==> src/rtl/rrf_free_list.sv <==
// Retirement register file plus physical-register free list, fed by the ROB commit stream.
// Define RRF_STATS_EN to add saturating commit and allocation-stall counters.
module rrf_free_list #(
    parameter  int NUM_PHYS = 64,
    parameter  int NUM_ARCH = 32,
    localparam int PW       = $clog2(NUM_PHYS),
    localparam int FL_DEPTH = NUM_PHYS - NUM_ARCH,
    localparam int CW       = $clog2(FL_DEPTH) + 1,
    localparam int SW       = CW - 1
) (
    input  logic                   clk,
    input  logic                   rst,
    input  logic                   commit_valid,
    input  logic [PW-1:0]          commit_pd,
    input  logic [4:0]             commit_rd,
    input  logic                   commit_we,
    input  logic                   alloc_req,
    output logic [PW-1:0]          free_pd,
    output logic                   fl_empty,
    input  logic                   flush,
    output logic [NUM_ARCH*PW-1:0] rrf_map,
    output logic [CW-1:0]          fl_count
`ifdef RRF_STATS_EN
    ,
    output logic [31:0]            stat_commits,
    output logic [31:0]            stat_stalls
`endif
);

    localparam logic [CW-1:0] PTR_ONE  = {{(CW-1){1'b0}}, 1'b1};
    localparam logic [CW-1:0] PTR_ZERO = {CW{1'b0}};

    logic [PW-1:0] mem_q [FL_DEPTH];
    logic [PW-1:0] mem_d [FL_DEPTH];
    logic [PW-1:0] map_q [NUM_ARCH];
    logic [PW-1:0] map_d [NUM_ARCH];
    logic [CW-1:0] head_q, head_d;
    logic [CW-1:0] tail_q, tail_d;
    logic [CW-1:0] ret_q, ret_d;
    logic          push_s;
    logic          pop_s;

    // Pointer-derived status and the zero-latency head read.
    always_comb begin
        fl_empty = (head_q == tail_q);
        fl_count = tail_q - head_q;
        free_pd  = mem_q[head_q[SW-1:0]];
        for (int i = 0; i < NUM_ARCH; i++) begin
            rrf_map[i*PW +: PW] = map_q[i];
        end
    end

    // Commit returns the displaced mapping to the tail; flush rewinds head to the retire point.
    always_comb begin
        push_s = commit_valid && commit_we && (commit_rd != 5'd0);
        pop_s  = alloc_req && !fl_empty && !flush;
        mem_d  = mem_q;
        map_d  = map_q;
        tail_d = tail_q;
        ret_d  = ret_q;
        head_d = head_q;
        if (push_s) begin
            mem_d[tail_q[SW-1:0]] = map_q[commit_rd];
            map_d[commit_rd]      = commit_pd;
            tail_d                = tail_q + PTR_ONE;
            ret_d                 = ret_q + PTR_ONE;
        end else begin
            tail_d = tail_q;
            ret_d  = ret_q;
        end
        // The rewind target already includes this cycle's retirement.
        if (flush) begin
            head_d = ret_d;
        end else if (pop_s) begin
            head_d = head_q + PTR_ONE;
        end else begin
            head_d = head_q;
        end
    end

    // State registers; reset restores the identity map and a full free list of the upper phys regs.
    always_ff @(posedge clk) begin
        if (rst) begin
            for (int i = 0; i < FL_DEPTH; i++) begin
                mem_q[i] <= PW'(NUM_ARCH + i);
            end
            for (int i = 0; i < NUM_ARCH; i++) begin
                map_q[i] <= PW'(i);
            end
            head_q <= PTR_ZERO;
            ret_q  <= PTR_ZERO;
            tail_q <= CW'(FL_DEPTH);
        end else begin
            mem_q  <= mem_d;
            map_q  <= map_d;
            head_q <= head_d;
            ret_q  <= ret_d;
            tail_q <= tail_d;
        end
    end

`ifdef RRF_STATS_EN
    logic [31:0] commits_q, commits_d;
    logic [31:0] stalls_q, stalls_d;

    // Saturating event counters, untouched by flush.
    always_comb begin
        commits_d = commits_q;
        stalls_d  = stalls_q;
        if (commit_valid && (commits_q != 32'hFFFF_FFFF)) begin
            commits_d = commits_q + 32'd1;
        end else begin
            commits_d = commits_q;
        end
        if (alloc_req && fl_empty && (stalls_q != 32'hFFFF_FFFF)) begin
            stalls_d = stalls_q + 32'd1;
        end else begin
            stalls_d = stalls_q;
        end
    end

    // Counter registers.
    always_ff @(posedge clk) begin
        if (rst) begin
            commits_q <= 32'd0;
            stalls_q  <= 32'd0;
        end else begin
            commits_q <= commits_d;
            stalls_q  <= stalls_d;
        end
    end

    assign stat_commits = commits_q;
    assign stat_stalls  = stalls_q;
`endif

endmodule
==> config.mk <==
export PLATFORM = sky130hd
export DESIGN_NAME = rrf_free_list
export DESIGN_NICKNAME = d
export VERILOG_FILES = /design/src/rtl/rrf_free_list.sv
export SDC_FILE = /design/constraint.sdc
export NUM_CORES = 1
export LEC_CHECK = 0
export CORE_ASPECT_RATIO = 1.2
export CORE_UTILIZATION = 55
export CTS_BUF_LIST = sky130_fd_sc_hd__clkbuf_4 sky130_fd_sc_hd__clkbuf_8
export CTS_CLUSTER_DIAMETER = 40
export DETAILED_ROUTE_END_ITERATION = 7
export DONT_BUFFER_PORTS = 1
export PLACE_DENSITY = 0.8
export SLEW_MARGIN = 20
export SYNTH_ARGS = -nofsm -noshare
export SYNTH_HDL_FRONTEND = slang
export SYNTH_SLANG_ARGS = --single-unit
==> constraint.sdc <==
create_clock -name clk -period 2.8 [get_ports clk]
set_clock_uncertainty 0.1 [all_clocks]
set_input_delay 0.14 -clock clk [delete_from_list [all_inputs] [get_ports clk]]
set_output_delay 0.14 -clock clk [all_outputs]
set_load 0.03 [all_outputs]
# After elaboration in Yosys (flattened, before gate mapping)

Index checks and enable logic that the tools add are counted.

Register bits: 402
Input port bits: 17
Output and inout bits: 205
Logic and storage cells: 105

Add/subtract/negate cells: 4
Magnitude comparators: 5
Eq/ne operators: 1
Muxes and demuxes: 15
Bitwise operators: 3
Reductions and logical operators: 10

Operator list:

| operator                                                  | number |
|---|---|
| bitwise mux 192 bit                                       | 2 |
| binary-select mux 6 bit (select 5 bit)                    | 2 |
| demux 6 bit (select 5 bit)                                | 2 |
| two-way mux 6 bit                                         | 9 |
| adder 6 x 1 -> 6 bit (second input constant)              | 3 |
| greater-or-equal comparator 6 bit (second input constant) | 3 |
| NOT 5 -> 6 bit                                            | 3 |
| < comparator 6 x 1 -> 1 bit (second input constant)       | 2 |
| equality test 6 bit                                       | 1 |
| logical AND 1 bit                                         | 6 |
| subtractor 6 bit                                          | 1 |
| nonzero test 5 bit                                        | 1 |
| zero test 1 bit                                           | 2 |
| nonzero test 2 bit                                        | 1 |

# Logic depth before layout (Yosys ltp)

Gate-level depths: netlist of run 1.

Depth in word-level cells: 6
Gate-level depth with buffers: 12
Depth with buffers taken out: 7

# Least setup slack after synthesis of run 1

Ideal clock, no wire load.

Path kind: register to output
From: register head_q[1]
To: output port fl_count[5]
Data arrival time: 2.658 ns
Data required time: 2.560 ns
Slack: -0.098 ns
Cell stages (with the launch flop): 12
Cells stage by stage: dfxtp_1 -> buf_2 -> buf_2 -> buf_2 -> buf_2 -> inv_1 -> ha_1 -> nor2b_1 -> o21ai_0 -> a21boi_0 -> or4_1 -> nand3_1

Longest elaborated chain between the ends: 1

RTL lines:

| what                   | RTL line | text |
|---|---|---|
| from (decl)            | 37       | `logic [CW-1:0] head_q, head_d;` |
| from (signal assigned) | 90       | `head_q <= PTR_ZERO;` |
| from (signal assigned) | 96       | `head_q <= head_d;` |
| subtractor 6 bit       | 46       | `fl_count = tail_q - head_q;` |
| to (decl)              | 22       | `output logic [CW-1:0] fl_count` |

Every way passes these cells.

# Worst setup path in the final report of run 1

From: input port commit_rd[0]
To: register map_q, in the netlist rrf_map[186]

Longest elaborated chain between the ends: 6
Elaborated cells on any way between the ends: 9

RTL lines:

| what                                                                                                          | RTL line | text |
|---|---|---|
| from (decl)                                                                                                   | 15       | `input logic [4:0] commit_rd,` |
| NOT 5 -> 6 bit (implied by the code)                                                                          | 64       | `map_d[commit_rd] = commit_pd;` |
| greater-or-equal comparator 6 bit (implied by the code) / < comparator 6 x 1 -> 1 bit (equally long branches) | 64       |  |
| logical AND 1 bit (implied by the code)                                                                       | 64       |  |
| two-way mux 6 bit (implied by the code)                                                                       | 64       |  |
| demux 6 bit (select 5 bit)                                                                                    | 64       |  |
| bitwise mux 192 bit                                                                                           | 64       |  |
| to (signal, indexed assignment)                                                                               | 88       | `map_q[i] <= PW'(i);` |
| to (signal assigned)                                                                                          | 95       | `map_q <= map_d;` |
| to (decl)                                                                                                     | 35       | `logic [PW-1:0] map_q [NUM_ARCH];` |

Parallel ways exist; a longest one is shown, timed or not.
A chain may end at the register's enable or synchronous reset.

==> run metrics, run 1 <==
post-synthesis cell type count 68; Longest Clk Path Bufs 3; Max Fclk ~0.35 GHz; Diodes inserted 0; required time of the critical path around 3.2 ns; CP peak stage delay around 0.73 ns; Syn Area/Cell 9.81 sq um; CTS buffer count 66; top cells by area, synth dfxtp_1 44%, mux2i_1 10%, mux4_2 8.9%; CP startpoint commit_rd[0]; Worst-path clk slew 0.07 ns; Post-route DRC 0; die span in y 201 microns; CP Max Fanout slightly above 80; max-cap violation count 0; Initial DRC Count between 1,500 and 2,000; flop2flop setup slack -0.02 ns; async set or reset register ratio after synthesis 0%; Nets between 2,000 and 2,500; Ports 222; Cell Count, Final, Fillers Out around 2,500; cell type with the largest total area after synthesis dfxtp_1; Design Area, Final ~22,000 sq um; Die Area between 30,000 and 40,000 sq um; Root Buffer clkbuf_8; final hold violations 6; port bufs 0; die width about 170 microns; FF-to-FF End head_q[3]; Post-Place Setup Slack 0.259 ns; Initial DRT Pass Iterations 6; RSZ-0062 raised after global routing yes; final hold slack -0.0235 ns; GRT Resource Usage Total a little under two fifths; via count about 17,000; Synthesized Nets 1,884; critical path's slowest cell dlymetal6s4s_1; Main synth FF type dfxtp_1; Worst-Margin Slew 0.900 ns; fin crit period just under 3 ns; Synth Register Bits about 400; Post-DP HPWL between 30,000 and 40,000 microns; Syn. warnings 0; Placed Cells around 2,200; r2r startpoint tail_q[4]; most frequent cell after synthesis dfxtp_1; mean number of vias per cell slightly below 7; Layout fillers roughly 2,100; Synth top area share 44.2%; Setup crit end kind flip-flop; worst-path cell chain dlymetal6s4s_1 > nand3_4 > buf_4 > nor2_1 > nand2_1 > dlygate4sd3_1 > nand3_1 > dlygate4sd3_1; Tcrit/Tclk final 103%; relative slew slack between 30% and 40%; WS Path Type in -> reg; Post-synth EDFFs 0; Final Routed Wirelength 65,100 microns; ratio of cells with drive above 1 in the final layout approximately 16%; CTS tree built; sequential share of the synthesized area 44.2%; failing checks negative hold slack, negative setup slack; setup TNS -0.179 ns; top post-synthesis cells by count 402 x dfxtp_1, 181 x mux2i_1, 153 x nand2_1, 147 x nor3_1, 143 x nor2_1; vias in the first global route around 17,000; wire per inst 26.4 microns; crit-path most repeated cell dlygate4sd3_1; Setup violations, final 6; Power Dens Cells between 500 and 600 nW/um^2; antenna viol nets, final 0; Sink Count ~400; r2r worst-path depth 9; H-tree levels 3; Core Region 32,400 sq um; Lkg Pwr about 8.3 nW; initial antenna violation count 0; CP Launch Type primary input; final count of pins violating max slew 0; fin worst setup slack -0.0912 ns; # rows 72; Worst EP arrival ~3.3 ns; clock network latency to the later pin of the worst-skew pair around 0.6 ns; placed inst area between 15,000 and 20,000 sq um; Remaining Overflow, GRT 0; Worst setup endpoint rrf_map[186]; synthesized area 18,200 sq um; peak supply drop 572 uV; status finished with violations; routability cong. between 0.9 and 1; largest net degree at the start of global routing approximately 150; hold crit path type in -> reg; Starting Density between 50 and 60%; Final Util between 60 and 70%; Layout Area Growth over Synthesis 20.3%; Power, Total around 12 mW; first-pass GRT wire length ~99,000 microns; Mapped Cells around 1,900
[layout make-up]
cell class | count | area [sq um] | area share [%]
inverters | 11 | 43.8 | 0.200
well taps | 407 | 509 | 2.33
repair buffers | 255 | 2560 | 11.7
clock buffers | 103 | 1320 | 6.02
clock inverters | 13 | 113 | 0.515
multi-input cells | 1271 | 9280 | 42.4
flip-flops and latches | 402 | 8060 | 36.8
[flip-flops by register name, summed over array words and instances (netlist names)]
name,cells
rrf_map,192
mem_q,192
head_q,6
tail_q,6
ret_q,6
[power by group]
group	switching, mW	internal [mW]
clock network	2.47	3.10
registers	0.0617	5.75
logic	0.682	0.419
total	3.22	9.28
[layout by cell type (no fill, tap or decap), drive strengths merged, types with 6 or more instances in the layout]
| master | synthesis | layout |
|---|---|---|
| dfxtp | 402 | 402 |
| mux2i | 181 | 181 |
| dlygate4sd3 | 0 | 172 |
| nor2 | 159 | 159 |
| nand2 | 153 | 153 |
| nor3 | 149 | 149 |
| a31oi | 111 | 111 |
| o21ai | 109 | 109 |
| a21oi | 104 | 104 |
| clkbuf | 81 | 104 |
| buf | 89 | 79 |
| mux4 | 78 | 78 |
| nand3 | 59 | 59 |
| o22ai | 24 | 24 |
| a211oi | 17 | 17 |
| inv | 10 | 13 |
| ha | 11 | 11 |
| nor2b | 10 | 10 |
| and3 | 9 | 9 |
| o21a | 9 | 9 |
| xor2 | 8 | 8 |
| clkinv | 1 | 8 |
| xnor2 | 7 | 7 |
| a32oi | 6 | 6 |
| and2 | 6 | 6 |
| a22oi | 6 | 6 |
| nand3b | 6 | 6 |
[critical path: cells and delay by family]
family | cells | cell delay [ns]
buffers and inverters | 4 | 2.21
and+or+nand+nor | 4 | 0.89
[what timing repair did]
| action | 4_1_cts | 5_1_grt |
|---|---|---|
| cloned | 0 | 1 |
| endpoints found under the hold margin | 335 | 0 |
| resized for setup | 6 | 31 |
| setup endpoints to repair | 8 | 25 |
| hold buffers | 183 | 0 |
| pin swaps | 0 | 3 |
| setup buffers | 7 | 5 |
[worst min-delay path by stage]
stage | start | end | slack, ns | depth (start not counted)
after floorplan | commit_pd[0] | rrf_map[168] | 0.19 | 2
after global placement | flush | head_q[1] | 0.13 | 1
after detailed placement | flush | head_q[1] | 0.14 | 1
after CTS | commit_rd[4] | rrf_map[188] | 0.0006 | 3
after global routing | commit_rd[2] | rrf_map[130] | 0.01 | 3
final | commit_rd[2] | rrf_map[128] | -0.02 | 3
[cells by family after synthesis]
| family | count (synthesis) | share of synthesized area (%) |
|---|---|---|
| AO/OA/AOI/OAI | 396 | 13.0 |
| buffers and inverters | 182 | 5.55 |
| multiplexers | 260 | 19.8 |
| adder cells (fa/ha/maj) | 12 | 0.867 |
| AND/OR/NAND/NOR | 588 | 15.8 |
| flip-flops | 402 | 44.2 |
| XOR/XNOR | 15 | 0.722 |
[routing by layer]
layer  vias to the layer above  GRT usage, %  routed length (microns)  share of wire (%)
met5                         -             0                        0                  0
met3                       495          14.5                     8180                 13
met1                      8004          38.8                    20900                 32
met4                         0          33.7                     6620                 10
li1                       7120             -                        -                  -
met2                      1366          59.8                    29400                 45
(Power assumes the default switching activity.)
==> run 2, diff against run 1 <==
- GPL_TIMING_DRIVEN: default -> 0
==> run 2 against run 1 <==
  * The run ends with negative setup slack left
  * Routed wire length is 4.5% higher
  * Sequential power hardly changed
  * Via count is 2.7% lower
  * Worst setup slack worse by 0.052 ns
  * Worst hold slack better by 0.043 ns
  * Sequential share of layout area is 2.2 points higher
  * Cell count is 2.4% lower
  * Largest cell class unchanged
  * Largest power group unchanged
==> run metrics, run 2 (same netlist as run 1, synthesis figures left out) <==
most common cell after layout, fill and taps aside dfxtp_1; WS Path Type reg -> out; largest net degree at the start of global routing 11; Buf+Inv Stages, Crit Path 3; Setup crit end kind primary output; Internal roughly 9.2 mW; Nets between 1,500 and 2,000; Comb power frac 10.5%; crit-path most repeated cell buf_12; CP Launch Type flip-flop; Post-Place Setup Slack -0.830 ns; CTS tree built; Tcrit/Tclk final 105%; Sink Count around 400; Post-DP HPWL between 40,000 and 50,000 microns; Worst-path clk slew 0.07 ns; Final Routed Wirelength between 60,000 and 70,000 microns; sw frac between 20 and 30%; hold crit path type in -> reg; worst-path cell chain buf_12 > buf_12 > buf_12 > mux4_2 > mux4_2 > o21a_4; CP startpoint head_q[0]; Layout Area Growth over Synthesis 13.7%; CP Max Fanout 5; Ports between 200 and 250; Initial DRT Pass Iterations 8; Power, Total ~13 mW; Remaining Overflow, GRT 0; clock power share a little over two fifths; setup TNS -0.708 ns; Initial DRC Count ~2,000; r2r startpoint rrf_map[88]; Setup violations, final 7; H-tree levels 3; die width about 170 microns; vias in the first global route 16,678; Core Region 32,400 sq um; fin crit period between 2 and 3 ns; Die Area roughly 34,000 sq um; final count of pins violating max slew 0; max-cap violation count 0; critical path's slowest cell mux4_2; Lkg Pwr about 7.4 nW; wire per inst roughly 28 microns; ratio of cells with drive above 1 in the final layout between 10% and 20%; port bufs 0; failing checks negative setup slack; status finished with violations; Sequential Power Share a little under half; initial antenna violation count 0; routability cong. between 1 and 1.5; GRT Resource Usage Total about two fifths; CTS buffer count 67; Power Dens Cells about 610 nW/um^2; Layout fillers 2,564; mean number of vias per cell about 6.9; # rows about 70; Worst-Margin Slew roughly 1.0 ns; Starting Density a little under three fifths; first-pass GRT wire length about 100,000 microns; peak supply drop ~570 uV; antenna viol nets, final 0; CP delay by family, top multiplexers; Longest Clk Path Bufs 3; commonest non-fill, non-tap cells in the layout 396 x dfxtp_1, 180 x mux2i_1, 153 x nand2_1, 146 x nor3_1, 142 x nor2_1; Diodes inserted 0; via count roughly 17,000; Worst EP arrival ~2.7 ns; Final Util approximately 64%; die span in y 201 microns; RSZ-0062 raised after global routing yes; fin worst setup slack -0.143 ns; clock network latency to the later pin of the worst-skew pair roughly 0.63 ns; relative slew slack between 30% and 40%; final hold violations 0; required time of the critical path around 2.6 ns; CP peak stage delay ~0.55 ns; Max Fclk about 0.34 GHz; Post-route DRC 0; Psw between 3 and 4 mW; Root Buffer clkbuf_8; min-delay src commit_rd[1]
## run 2: changes by cell type in the layout (fill, tap and decap cells not counted), sizes merged, moves of 2 or more
cell and delta:
dlygate4sd3 -162, clkbuf +77, buf +24, dlymetal6s4s -3
clkinvlp +2
## run 2: tightest hold or removal path: stages
cell and delay, ns:
or4_4 0.11, buf_6 0.17, o21ai_0 0.13, nand2_1 0.08, a21oi_1 0.06
## run 2: power by group through the flow
stage	combinational, mW	sequential (mW)	clock, mW
final	1.33	5.82	5.56
after global routing	1.36	5.82	5.79
after CTS	1.25	5.81	5.49
after detailed placement	1.13	5.93	0
after global placement	1.12	5.93	0
after floorplan	0.786	5.92	0
## run 2: timing repair
action | in CTS | in global routing
endpoints found under the hold margin | 28 | 0
gates cloned | 1 | 1
pin swaps | 4 | 7
gates resized for setup | 72 | 15
hold buffers | 10 | 0
endpoints found under the setup margin | 21 | 16
buffers inserted | 10 | 2
## run 2: area by class of cell
class	count	area, sq um	share of cell area [%]
plain buffers	169	1110	5.35
repair buffers	24	259	1.25
flip-flops and latches	402	8060	39.0
clock inverters	16	146	0.708
well taps	407	509	2.46
clock buffers	102	1270	6.12
inverters	11	48.8	0.236
multi-input cells	1271	9280	44.9
## run 2: path summary, 6_finish.rpt
check	endpoint	slack (ns)	depth (start not counted)
max reg2reg	mem_q[172]	0.07	7
min	tail_q[1]	0.02	5
max	free_pd[4]	-0.14	6
min reg2reg	mem_q[136]	0.40	2
## run 2: per-layer routing
layer,share of wire (%),vias up,track usage [%]
met5,0,-,0
met4,9.6,0,34.5
met3,12,425,13.5
met2,47,1219,66.0
met1,31,7879,39.6
li1,-,6997,-
## run 2: per-stage QoR
| step | area, sq um | instances | hold slack (ns) |
|---|---|---|---|
| after CTS | 20600 | 2399 | 0.00384 |
| after global routing | 20700 | 2402 | 0.0110 |
| final | 20700 | 2402 | 0.0191 |
| after global placement | 18700 | 2262 | 0.191 |
| after floorplan | 18200 | 1855 | 0.188 |
| after detailed placement | 18700 | 2262 | 0.194 |
==> run 3, diff against run 2 <==
- CTS_BUF_LIST: sky130_fd_sc_hd__clkbuf_4 sky130_fd_sc_hd__clkbuf_8 -> default
==> run 3 against run 2 <==
  * Cell count fell by 1.6%
  * Sequential power barely moved
  * Non-clock buffer count fell by 2
  * Clock-buffer cell count fell by 43
  * Critical path depth rose by 1
  * Utilization rose by 0.15 points
  * Clock power rose by 10%
  * The flow still finishes with violations (negative setup slack)
  * Largest power group is now the clock network
  * Sequential share of layout area fell by 0.11 points
==> run metrics, run 3 (same netlist as run 1, synthesis figures left out) <==
Multi-input gate area 9250 sq um; Diodes inserted 0; Power Dens Cells 639 nW/um^2; Levels on crit path 7; Initial DRC Count between 2,000 and 2,500; clock network latency to the later pin of the worst-skew pair about 0.56 ns; relative slew slack approximately 34%; status finished with violations; fin crit period ~2.9 ns; Layout fillers between 2,000 and 3,000; Power, Total 13.2 mW; Worst-path clk slew 0.06 ns; final count of pins violating max slew 0; setup TNS -0.190 ns; final hold slack 0.0251 ns; Die Area around 34,000 sq um; RSZ-0062 raised after global routing yes; Initial DRT Pass Iterations 8; CP peak stage delay 0.55 ns; wire per inst between 20 and 30 microns; most common cell after layout, fill and taps aside dfxtp_1; Starting Density 56.1%; Remaining Overflow, GRT 0; GRT Resource Usage Total roughly two fifths; flop2flop setup slack 0.06 ns; Max Fclk about 0.35 GHz; Buf+Inv Stages, Crit Path 4; CP Max Fanout 9; first-pass GRT wire length 98,800 microns; Root Buffer clkbuf_16; Setup crit end kind primary output; CTS buffer count 45; r2r worst-path depth 6; final hold violations 0; Psw between 3 and 4 mW; die width approximately 170 microns; port bufs 0; Worst-Margin Slew between 0.9 and 1 ns; Post-DP HPWL 48,200 microns; largest net degree at the start of global routing 16; ratio of cells with drive above 1 in the final layout 15.4%; WS Path Type reg -> out; antenna viol nets, final 0; failing checks negative setup slack; CP startpoint head_q[1]; Post-route DRC 0; r2r startpoint rrf_map[43]; required time of the critical path 2.56 ns; via count about 16,000; Sequential Power Share between 40% and 50%; FF-to-FF End mem_q[91]; Internal around 9.8 mW; Comb power frac 9.9%; Worst EP arrival about 2.6 ns; critical path's slowest cell mux4_2; routability cong. 1.04; sw frac between 20% and 30%; CTS tree built; max-cap violation count 0; Setup violations, final 5; Tcrit/Tclk final 103%; Final Util roughly 64%; vias in the first global route about 16,000; CP Launch Type flip-flop; hold crit path type in -> reg; commonest non-fill, non-tap cells in the layout 399 x dfxtp_1, 181 x mux2i_1, 153 x nand2_1, 146 x nor3_1, 142 x nor2_1; Reg area roughly 8100 sq um; Nets between 1,500 and 2,000; die span in y 201 microns; initial antenna violation count 1; Ports 222; Layout Area Growth over Synthesis 13.9%; Lkg Pwr 7.35 nW; H-tree levels 2; Sink Count 402; Final Routed Wirelength between 60,000 and 70,000 microns; Longest Clk Path Bufs 3; Worst setup endpoint free_pd[3]; Core Region 32,400 sq um; CP delay by family, top multiplexers; clock power share 46.3%; # rows 72; mean number of vias per cell around 6.9; worst-path cell chain buf_8 > buf_12 > buf_12 > buf_4 > mux4_2 > mux4_2 > o21a_4; peak supply drop ~540 uV; fin worst setup slack -0.0835 ns
## run 3: cell count changes in the layout (fill, tap and decap cells not counted), moves of 2 or more
cell | before | now
buf_6 | 20 | 17
bufinv_16 | 1 | 5
clkbuf_1 | 77 | 87
clkbuf_16 | 1 | 47
clkbuf_4 | 23 | 0
clkbuf_8 | 80 | 2
dfxtp_1 | 396 | 399
dfxtp_2 | 4 | 1
inv_6 | 1 | 3
## run 3: worst min path at each step
stage | startpoint | end | slack [ns] | cells past startpoint
floorplan | commit_pd[0] | rrf_map[168] | 0.19 | 2
global placement | commit_pd[0] | rrf_map[168] | 0.19 | 2
detailed placement | commit_pd[4] | rrf_map[76] | 0.19 | 2
CTS | commit_pd[5] | rrf_map[101] | 0.005 | 3
global route | commit_pd[5] | rrf_map[53] | 0.02 | 3
finish | commit_pd[5] | rrf_map[101] | 0.03 | 3
## run 3: per-layer routing
| layer | wire [microns] | track usage [%] | up-vias |
|---|---|---|---|
| met4 | 6580 | 34.1 | 2 |
| met1 | 21500 | 39.8 | 7822 |
| li1 | - | - | 6937 |
| met3 | 7230 | 11.5 | 384 |
| met5 | 9 | 0 | - |
| met2 | 31500 | 64.7 | 1194 |
## run 3: metrics by stage
stage	cell area [sq um]	cells	worst slack [ns]
5_1_grt	20700	2363	-0.0694
6_report	20700	2363	-0.0835
3_5_place_dp	18700	2262	-0.830
4_1_cts	20700	2362	-0.165
2_1_floorplan	18200	1855	-0.0199
3_3_place_gp	18700	2262	-0.766
## run 3: area by class of cell
class                   count  area share, %
clock buffers              59           5.99
well taps                 407           2.46
clock inverters            22           1.40
plain buffers             170           5.39
flip-flops and latches    402           38.9
inverters                  11          0.229
multi-input cells        1271           44.6
repair buffers             21           1.04
## run 3: worst register-to-register path, cell delays in order (launching register included)
cell and delay, ns:
dfxtp_1 0.43, mux4_2 0.58, a22oi_2 0.66, and3_1 0.24, buf_2 0.27, buf_6 0.21
a21oi_1 0.09
## run 3: repair_timing
action,in CTS,in global routing
pin swaps,4,4
cloned,2,0
hold endpoints to repair,17,0
gates resized for setup,72,9
buffers inserted,8,2
setup endpoints to repair,16,32
hold buffers,10,0
## run 3: power groups by stage
stage	Clock [mW]	Sequential [mW]	Combinational, mW
final	6.13	5.81	1.31
after global routing	6.36	5.81	1.34
after CTS	6.11	5.81	1.26
after detailed placement	0	5.93	1.13
after global placement	0	5.93	1.12
after floorplan	0	5.92	0.786
